<file path="src/rtl/bram_stride_agu.sv">
// Multi-channel strided BRAM address generator.
// NUM_CH independent LENGTH/STRIDE/BASE sequencers share one request port
// through a round-robin arbiter; one word address per cycle under Nack.
// Optional feature macro: BRAM_AGU_ABORT_EN (Sel=4 aborts a running channel).
module bram_stride_agu #(
   parameter int unsigned NUM_CH     = 4,
   parameter int unsigned WIDTH_ADDR = 13,
   parameter int unsigned WIDTH_LEN  = 13,
   parameter int unsigned WIDTH_CH   = $clog2(NUM_CH)
) (
   input  logic                  clock,
   input  logic                  reset,
   input  logic                  I_Cfg_Valid,
   input  logic [WIDTH_CH-1:0]   I_Cfg_Ch,
   input  logic [2:0]            I_Cfg_Sel,
   input  logic [WIDTH_ADDR-1:0] I_Cfg_Data,
   output logic                  O_Cfg_Err,
   output logic                  O_Req_Valid,
   output logic [WIDTH_CH-1:0]   O_Req_Ch,
   output logic [WIDTH_ADDR-1:0] O_Req_Addr,
   input  logic                  I_Req_Nack,
   output logic [NUM_CH-1:0]     O_Busy,
   output logic [NUM_CH-1:0]     O_Done,
   output logic [NUM_CH-1:0]     O_Abort
);

   typedef enum logic {StIdle = 1'b0, StRun = 1'b1} ch_state_e;

   ch_state_e             state_q  [NUM_CH];
   ch_state_e             state_d  [NUM_CH];
   logic [WIDTH_LEN-1:0]  len_q    [NUM_CH];
   logic [WIDTH_LEN-1:0]  len_d    [NUM_CH];
   logic [WIDTH_LEN-1:0]  cnt_q    [NUM_CH];
   logic [WIDTH_LEN-1:0]  cnt_d    [NUM_CH];
   logic [WIDTH_ADDR-1:0] stride_q [NUM_CH];
   logic [WIDTH_ADDR-1:0] stride_d [NUM_CH];
   logic [WIDTH_ADDR-1:0] base_q   [NUM_CH];
   logic [WIDTH_ADDR-1:0] base_d   [NUM_CH];
   logic [WIDTH_ADDR-1:0] addr_q   [NUM_CH];
   logic [WIDTH_ADDR-1:0] addr_d   [NUM_CH];
   logic [WIDTH_CH-1:0]   rr_q, rr_d;
   logic                  cfg_err_q, cfg_err_d;
   logic [NUM_CH-1:0]     done_q, done_d;
`ifdef BRAM_AGU_ABORT_EN
   logic [NUM_CH-1:0]     abort_q, abort_d;
`endif

   logic                  req_valid;
   logic [WIDTH_CH-1:0]   grant;
   logic                  accept;
   logic [WIDTH_CH-1:0]   cfg_ch;

   assign cfg_ch = I_Cfg_Ch;
   assign accept = req_valid & ~I_Req_Nack;

   // Round-robin grant: first RUN channel at or after the pointer, cyclically.
   always_comb begin
      int unsigned idx;
      idx       = 0;
      grant     = '0;
      req_valid = 1'b0;
      for (int unsigned i = 0; i < NUM_CH; i++) begin
         idx = (32'(rr_q) + i) % NUM_CH;
         if (!req_valid && state_q[WIDTH_CH'(idx)] == StRun) begin
            grant     = WIDTH_CH'(idx);
            req_valid = 1'b1;
         end
      end
   end

   // Next-state: request accept first, then config; they touch different
   // channels except for the abort/last-word overlap handled explicitly.
   always_comb begin
      state_d   = state_q;
      len_d     = len_q;
      cnt_d     = cnt_q;
      stride_d  = stride_q;
      base_d    = base_q;
      addr_d    = addr_q;
      rr_d      = rr_q;
      cfg_err_d = 1'b0;
      done_d    = '0;
`ifdef BRAM_AGU_ABORT_EN
      abort_d   = '0;
`endif

      if (accept) begin
         addr_d[grant] = addr_q[grant] + stride_q[grant];
         cnt_d[grant]  = cnt_q[grant] - 1'b1;
         rr_d          = (32'(grant) == NUM_CH - 1) ? '0 : grant + 1'b1;
         if (cnt_q[grant] == WIDTH_LEN'(1)) begin
            state_d[grant] = StIdle;
            done_d[grant]  = 1'b1;
         end
      end

      if (I_Cfg_Valid) begin
         if (32'(cfg_ch) >= NUM_CH) begin
            cfg_err_d = 1'b1;
         end else begin
            case (I_Cfg_Sel)
               3'd0, 3'd1, 3'd2, 3'd3: begin
                  if (state_q[cfg_ch] == StRun) begin
                     // Registers are frozen while the channel runs.
                     cfg_err_d = 1'b1;
                  end else begin
                     case (I_Cfg_Sel)
                        3'd0:    len_d[cfg_ch]    = I_Cfg_Data[WIDTH_LEN-1:0];
                        3'd1:    stride_d[cfg_ch] = I_Cfg_Data;
                        3'd2:    base_d[cfg_ch]   = I_Cfg_Data;
                        default: begin
                           if (len_q[cfg_ch] != '0) begin
                              addr_d[cfg_ch]  = base_q[cfg_ch];
                              cnt_d[cfg_ch]   = len_q[cfg_ch];
                              state_d[cfg_ch] = StRun;
                           end else begin
                              done_d[cfg_ch] = 1'b1;
                           end
                        end
                     endcase
                  end
               end
               3'd4: begin
`ifdef BRAM_AGU_ABORT_EN
                  if (state_q[cfg_ch] == StRun) begin
                     // A last-word accept in the same cycle completes normally.
                     if (!(accept && grant == cfg_ch && cnt_q[cfg_ch] == WIDTH_LEN'(1))) begin
                        state_d[cfg_ch] = StIdle;
                        abort_d[cfg_ch] = 1'b1;
                     end
                  end
`else
                  cfg_err_d = 1'b1;
`endif
               end
               default: cfg_err_d = 1'b1;
            endcase
         end
      end
   end

   // State registers with asynchronous active-low reset.
   always_ff @(posedge clock or negedge reset) begin
      if (!reset) begin
         for (int unsigned c = 0; c < NUM_CH; c++) begin
            state_q[c]  <= StIdle;
            len_q[c]    <= '0;
            cnt_q[c]    <= '0;
            stride_q[c] <= '0;
            base_q[c]   <= '0;
            addr_q[c]   <= '0;
         end
         rr_q      <= '0;
         cfg_err_q <= 1'b0;
         done_q    <= '0;
`ifdef BRAM_AGU_ABORT_EN
         abort_q   <= '0;
`endif
      end else begin
         state_q   <= state_d;
         len_q     <= len_d;
         cnt_q     <= cnt_d;
         stride_q  <= stride_d;
         base_q    <= base_d;
         addr_q    <= addr_d;
         rr_q      <= rr_d;
         cfg_err_q <= cfg_err_d;
         done_q    <= done_d;
`ifdef BRAM_AGU_ABORT_EN
         abort_q   <= abort_d;
`endif
      end
   end

   // Output decode.
   always_comb begin
      for (int unsigned c = 0; c < NUM_CH; c++) begin
         O_Busy[c] = (state_q[c] == StRun);
      end
   end

   assign O_Req_Valid = req_valid;
   assign O_Req_Ch    = grant;
   assign O_Req_Addr  = addr_q[grant];
   assign O_Cfg_Err   = cfg_err_q;
   assign O_Done      = done_q;
`ifdef BRAM_AGU_ABORT_EN
   assign O_Abort     = abort_q;
`else
   assign O_Abort     = '0;
`endif

endmodule

</file>
<file path="config.mk">
export PLATFORM = sky130hd
export DESIGN_NAME = bram_stride_agu
export DESIGN_NICKNAME = d
export VERILOG_FILES = /design/src/rtl/bram_stride_agu.sv
export SDC_FILE = /design/constraint.sdc
export NUM_CORES = 1
export LEC_CHECK = 0
export BUFFER_PORTS_ARGS = -buffer_cell sky130_fd_sc_hd__buf_2
export CAP_MARGIN = 20
export CORE_MARGIN = 3
export CORE_UTILIZATION = 45
export DETAILED_ROUTE_END_ITERATION = 7
export HOLD_SLACK_MARGIN = 0.15
export PLACE_DENSITY = 0.67
export SETUP_SLACK_MARGIN = 0.4
export SKIP_LAST_GASP = 1
export SLEW_MARGIN = 10
export SYNTH_ARGS = -nofsm -noshare
export SYNTH_HDL_FRONTEND = slang
export SYNTH_SLANG_ARGS = --single-unit
</file>
<file path="constraint.sdc">
create_clock -name clock -period 9.2 [get_ports clock]
set_input_delay 0.92 -clock clock [delete_from_list [all_inputs] [get_ports clock]]
set_output_delay 0.92 -clock clock [all_outputs]
set_load 0.005 [all_outputs]
</file>
; ---- Word-level counts from Yosys, hierarchy flattened
; Index checks and enable logic that the tools add are counted.
[totals]
register_bits = 271
input_bits = 22
out_inout_bits = 29
wordCells = 167
[classes]
addsub = 6
magnitude_cmp = 12
eq_ne = 5
muxes = 87
n_bitwise = 13
n_reduce_logical = 17
[op_table]
columns = cell, count
row1 = 2-to-1 mux 52 bit, 12
row2 = bitwise mux 52 bit, 7
row3 = 2-to-1 mux 13 bit, 12
row4 = binary-select mux 13 bit (select 2 bit), 5
row5 = 2-to-1 mux 4 bit, 14
row6 = demux 13 bit (select 2 bit), 2
row7 = 2-to-1 mux 1 bit, 21
row8 = greater-or-equal comparator 3 bit (second input constant), 6
row9 = NOT 2 -> 3 bit, 6
row10 = adder 13 bit, 1
row11 = equality test 13 x 1 -> 1 bit (second input constant), 1
row12 = nonzero test 13 bit, 1
row13 = subtractor 13 x 1 -> 13 bit (second input constant), 1
row14 = AND reduction 4 bit, 3
row15 = binary-select mux 1 bit (select 2 bit), 5
row16 = 2-to-1 mux 2 bit, 5
row17 = demux 1 bit (select 2 bit), 4
row18 = bitwise OR 4 bit, 2
row19 = logical AND 1 bit, 7
row20 = equality test 3 x 2 -> 1 bit (second input constant), 2
row21 = < comparator 2 x 3 -> 1 bit (second input constant), 2
row22 = < comparator 3 x 1 -> 1 bit (second input constant), 2
row23 = adder 2 x 1 -> 2 bit (second input constant), 2
row24 = adder 2 bit (second input constant), 2
row25 = other kinds (11), 15

; ---- Depth between registers and ports, before layout
[depth]
word_depth = 29
mapped_depth = 25

; ---- Least setup slack after synthesis
; OpenSTA, ideal clock, no wires.
[synth_path]
kind = reg2reg
start = register state_q (netlist bit O_Busy[0])
end = register addr_q[25] in the netlist's numbering
setup_time_ns = 0.120
arrival_ns = 4.597
required_ns = 9.080
setup_slack_ns = 4.483
path_stages_with_launch = 26
synth_period_minus_slack_ns = 4.717
path_cell_list = dfrtp_1 -> buf_2 -> inv_1 -> o22ai_1 -> a211oi_4 -> inv_2 -> buf_4 -> clkbuf_1 -> clkbuf_1 -> clkbuf_1 -> nand2_1 -> and3_1 -> a31oi_1 -> ha_1 -> fa_1 -> a21oi_1 -> nor2_1 -> nor2_1 -> nor2b_1 -> nor2_1 -> maj3_2 -> a21oi_2 -> a311o_1 -> a21oi_1 -> xnor2_2 -> a31o_1
[synth_lines]
columns = item, line_no
row1 = start: declaration, 29  ; ch_state_e state_q [NUM_CH];
row2 = start signal: indexed assignment, 146  ; state_q[c] <= StIdle;
row3 = start signal: assignment, 160  ; state_q <= state_d;
row4 = end signal: assignment, 165  ; addr_q <= addr_d;
row5 = end: declaration, 39  ; logic [WIDTH_ADDR-1:0] addr_q [NUM_CH];

==> results by group <==
Outcome
  – Outcome: finished clean

Clock tree
  – CTS resizes: 0
  – H-tree depth: 1
  – Clock-pin transition on the worst setup and hold timing paths: around 0.06 ns
  – Insertion delay to the later sink of the worst-skew pair: between 0.5 and 0.6 ns
  – Clock Path Buffers: 3
  – TritonCTS clock tree: done
  – TritonCTS buffer count: 30
  – # hold bufs at CTS: 0
  – Clock tree sinks: between 200 and 300
  – Setup bufs post-CTS: 0
  – Root buffer cell: clkbuf_16

Timing
  – Final hold violations: 0
  – RSZ-0062 raised after global routing: no
  – Slew margin rel.: 0.223
  – Setup Skew: approximately 0.015 ns
  – Max Fclk: between 150 and 200 MHz
  – Final setup viols: 0
  – PnR worst setup slack: between 3 and 4 ns
  – Post-route setup TNS: 0 ns
  – Final min period: roughly 5.7 ns
  – Slew @ Worst Pin: 1.15 ns
  – Pins Over Slew Limit: 0
  – Final period utilization: 0.616

Worst setup path
  – Critical path capture point type: flop
  – Crit-path leading delay family: buffers and inverters
  – Crit path max fanout: between 60 and 70
  – CP dominant cell by count: nor2_1
  – Largest stage delay on the critical path: about 0.64 ns
  – Element type at the critical path start: flop
  – Critical Path Start: O_Busy[2]$_DFF_PN0_
  – Reg-to-Reg End: addr_q[51]$_DFF_PN0_
  – Buf/Inv on CP: 3
  – CP Cell Sequence: or2b_1 > a21oi_2 > a211oi_4 > buf_4 > inv_2 > buf_4 > nand2_1 > and3_1 > a31oi_1 > ha_1 > fa_1 > a21oi_1 > nor2_1 > nor2_1 > nor2b_1 > nor2_1 > maj3_2 > a21oi_2 > a311o_1 > a21oi_1 > xnor2_2 > a31o_1
  – Reg2Reg Launch Point: O_Busy[2]$_DFF_PN0_
  – Critical Path RT: about 9.7 ns
  – Path depth of the worst reg2reg path: 22
  – Critical path class: flop to flop
  – CP max-delay cell: buf_4
  – Setup crit end: addr_q[51]$_DFF_PN0_
  – Reg2Reg Setup Slack: between 3 and 4 ns
  – CP arrival: between 6 and 7 ns
  – Critical Path Stages: 22

Synth
  – Synthesized flop and latch total: 271
  – Mapped Cells: 1,329
  – Yosys cell types: 55
  – Ys flop type: dfrtp_1
  – Post-synth EDFFs: 0
  – Sequential area share after synthesis: 0.489
  – Number of synthesis warnings: 0
  – Synthesized area: 13,900 µm²
  – Avg Cell Area, Syn: 10.4 µm²
  – Asr flop ratio synth: 1.00

Floorplan
  – Die height: between 150 and 200 µm
  – Die area: around 33,000 µm²
  – CORE AREA: roughly 30,000 µm²
  – Rows: 63
  – I/O Pins: just over 50
  – Die X: about 180 µm
  – Initial Util: 0.462

GRT
  – Number of global-route vias before repair: about 10k
  – GRT overflow: 0
  – Tot GR Track Use: 0.213
  – Largest net degree at the start of global routing: around 130
  – Global-route wire length before repair: 56,700 µm
  – Initial antenna violation count: 0

Pwr
  – Seq pwr share: 0.291
  – VDD IR max: 0.000206 V
  – Leak pwr: 6.91 nW
  – Pwr dens: between 300 and 400 nW/µm²
  – NetSw: roughly 2.5 mW
  – Combinational share of power: 0.483
  – P_int: approximately 3.7 mW
  – Sw Share: 0.406
  – Clk pwr share: 0.226

Routing
  – Drt pass-1 iters: 5
  – Routed WL: between 30,000 and 40,000 µm
  – DRT iter0 DRCs: 889
  – Drt wl/cell: roughly 20 µm
  – DRC viols: 0
  – Drt via density: about 5.8
  – ANT nets after route: 0
  – Total number of vias: 10.1k

Place
  – Port Buffers: 46
  – Pre-CTS setup slack: between 3 and 4 ns
  – Detailed placement HPWL: 22,700 µm
  – Placed Instances: about 1.7k
  – Routability Congestion: approximately 0.86
  – Placed instance area: ~14,000 µm²

Flow run
  – Max Cap Viol: 0

Min path
  – Type of the most critical hold path: input port to asynchronous set/reset pin

Cells and area
  – P&R area growth vs syn: 12.3%
  – Most frequent cells in the layout: dfrtp_1 (271), nand2_1 (253), mux2_2 (173)
  – Commonest non-fill, non-tap cell in the layout: dfrtp_1
  – # diodes: 0
  – Share of layout cells above drive strength 1: 0.245
  – Nets@finish: approximately 1.4k
  – Final Cell Area: ~16,000 µm²
  – Fin util: 0.519
  – Post-route insts no fill: ~1.7k
[per-stage QoR]
| step | hold slack [ns] | power (mW) |
|---|---|---|
| after floorplan | 0.475 | 3.98 |
| after global placement | 0.484 | 4.70 |
| after detailed placement | 0.492 | 4.75 |
| after CTS | 0.506 | 6.16 |
| after global routing | 0.512 | 6.59 |
| final | 0.438 | 6.15 |
[registers in the layout, indices dropped and copies added (netlist names)]
name / flops
stride_q: 52
base_q: 52
len_q: 52
rr_q: 2
O_Cfg_Err: 1
addr_q: 52
cnt_q: 52
O_Done: 4
O_Busy: 4
[worst reg2reg max path, stage by stage, from the launching register on]
cell and delay [ns]:
dfrtp_1 0.47, or2b_1 0.23, a21oi_2 0.08, a211oi_4 0.21, buf_4 0.64, inv_2 0.56
buf_4 0.44, nand2_1 0.14, and3_1 0.16, a31oi_1 0.06, ha_1 0.28, fa_1 0.47
a21oi_1 0.15, nor2_1 0.05, nor2_1 0.15, nor2b_1 0.07, nor2_1 0.11, maj3_2 0.25
a21oi_2 0.09, a311o_1 0.35, a21oi_1 0.24, xnor2_2 0.12, a31o_1 0.23
[power groups by stage]
stage	Sequential, mW	Combinational (mW)	Clock [mW]
after global routing	1.84	3.30	1.45
after CTS	1.79	2.96	1.41
after global placement	1.79	2.91	0
final	1.79	2.97	1.39
after floorplan	1.73	2.25	0
after detailed placement	1.80	2.95	0
[layout make-up]
type | count | area, µm²
well taps | 390 | 488
fillers | 2632 | 14400
inverters | 10 | 37.5
flip-flops and latches | 271 | 6780
clock buffers | 41 | 872
repair buffers | 71 | 428
multi-input cells | 952 | 6690
clock inverters | 14 | 299
[cell usage after synthesis (20+ instances only)]
cell      count  share of area
nor2_1       81          0.022
nand2_1     253          0.068
mux2i_1      68          0.049
mux4_2       21          0.034
dfrtp_1     271           0.49
buf_1        20         0.0054
nand3_1      23         0.0083
o21ai_0      81          0.029
mux2_2      173           0.14
and3_1       24          0.011
a31oi_1      34          0.015
clkbuf_1     55          0.015
a21oi_1      62          0.022
[routing by layer]
layer,global-route usage,share of wire,vias up
met2,0.344,0.47,303
met3,0.0339,0.059,47
li1,-,-,4652
met5,0,0,-
met4,0.0466,0.017,0
met1,0.306,0.46,5096
[worst min-delay path by stage]
stage	from	to	slack (ns)	cells after the start
2_1_floorplan	len_q[17]$_DFFE_PN0P_	len_q[17]$_DFFE_PN0P_	0.47	1
3_3_place_gp	len_q[32]$_DFFE_PN0P_	len_q[32]$_DFFE_PN0P_	0.48	1
3_5_place_dp	len_q[29]$_DFFE_PN0P_	len_q[29]$_DFFE_PN0P_	0.49	1
4_1_cts	len_q[22]$_DFFE_PN0P_	len_q[22]$_DFFE_PN0P_	0.51	1
5_1_grt	stride_q[8]$_DFFE_PN0P_	stride_q[8]$_DFFE_PN0P_	0.51	1
6_report	reset	addr_q[33]$_DFF_PN0_	0.44	1
[cells by family after synthesis]
family,Yosys count,share of synthesized area
buffers and inverters,109,0.0332
AOI/OAI and AO/OA,223,0.0936
xor gates and xnor gates,22,0.0150
and+or+nand+nor,421,0.128
muxes,262,0.223
adders and majority gates,20,0.0183
other,1,0.000270
DFF,271,0.489
No activity file was read; power rests on OpenSTA's default activity.
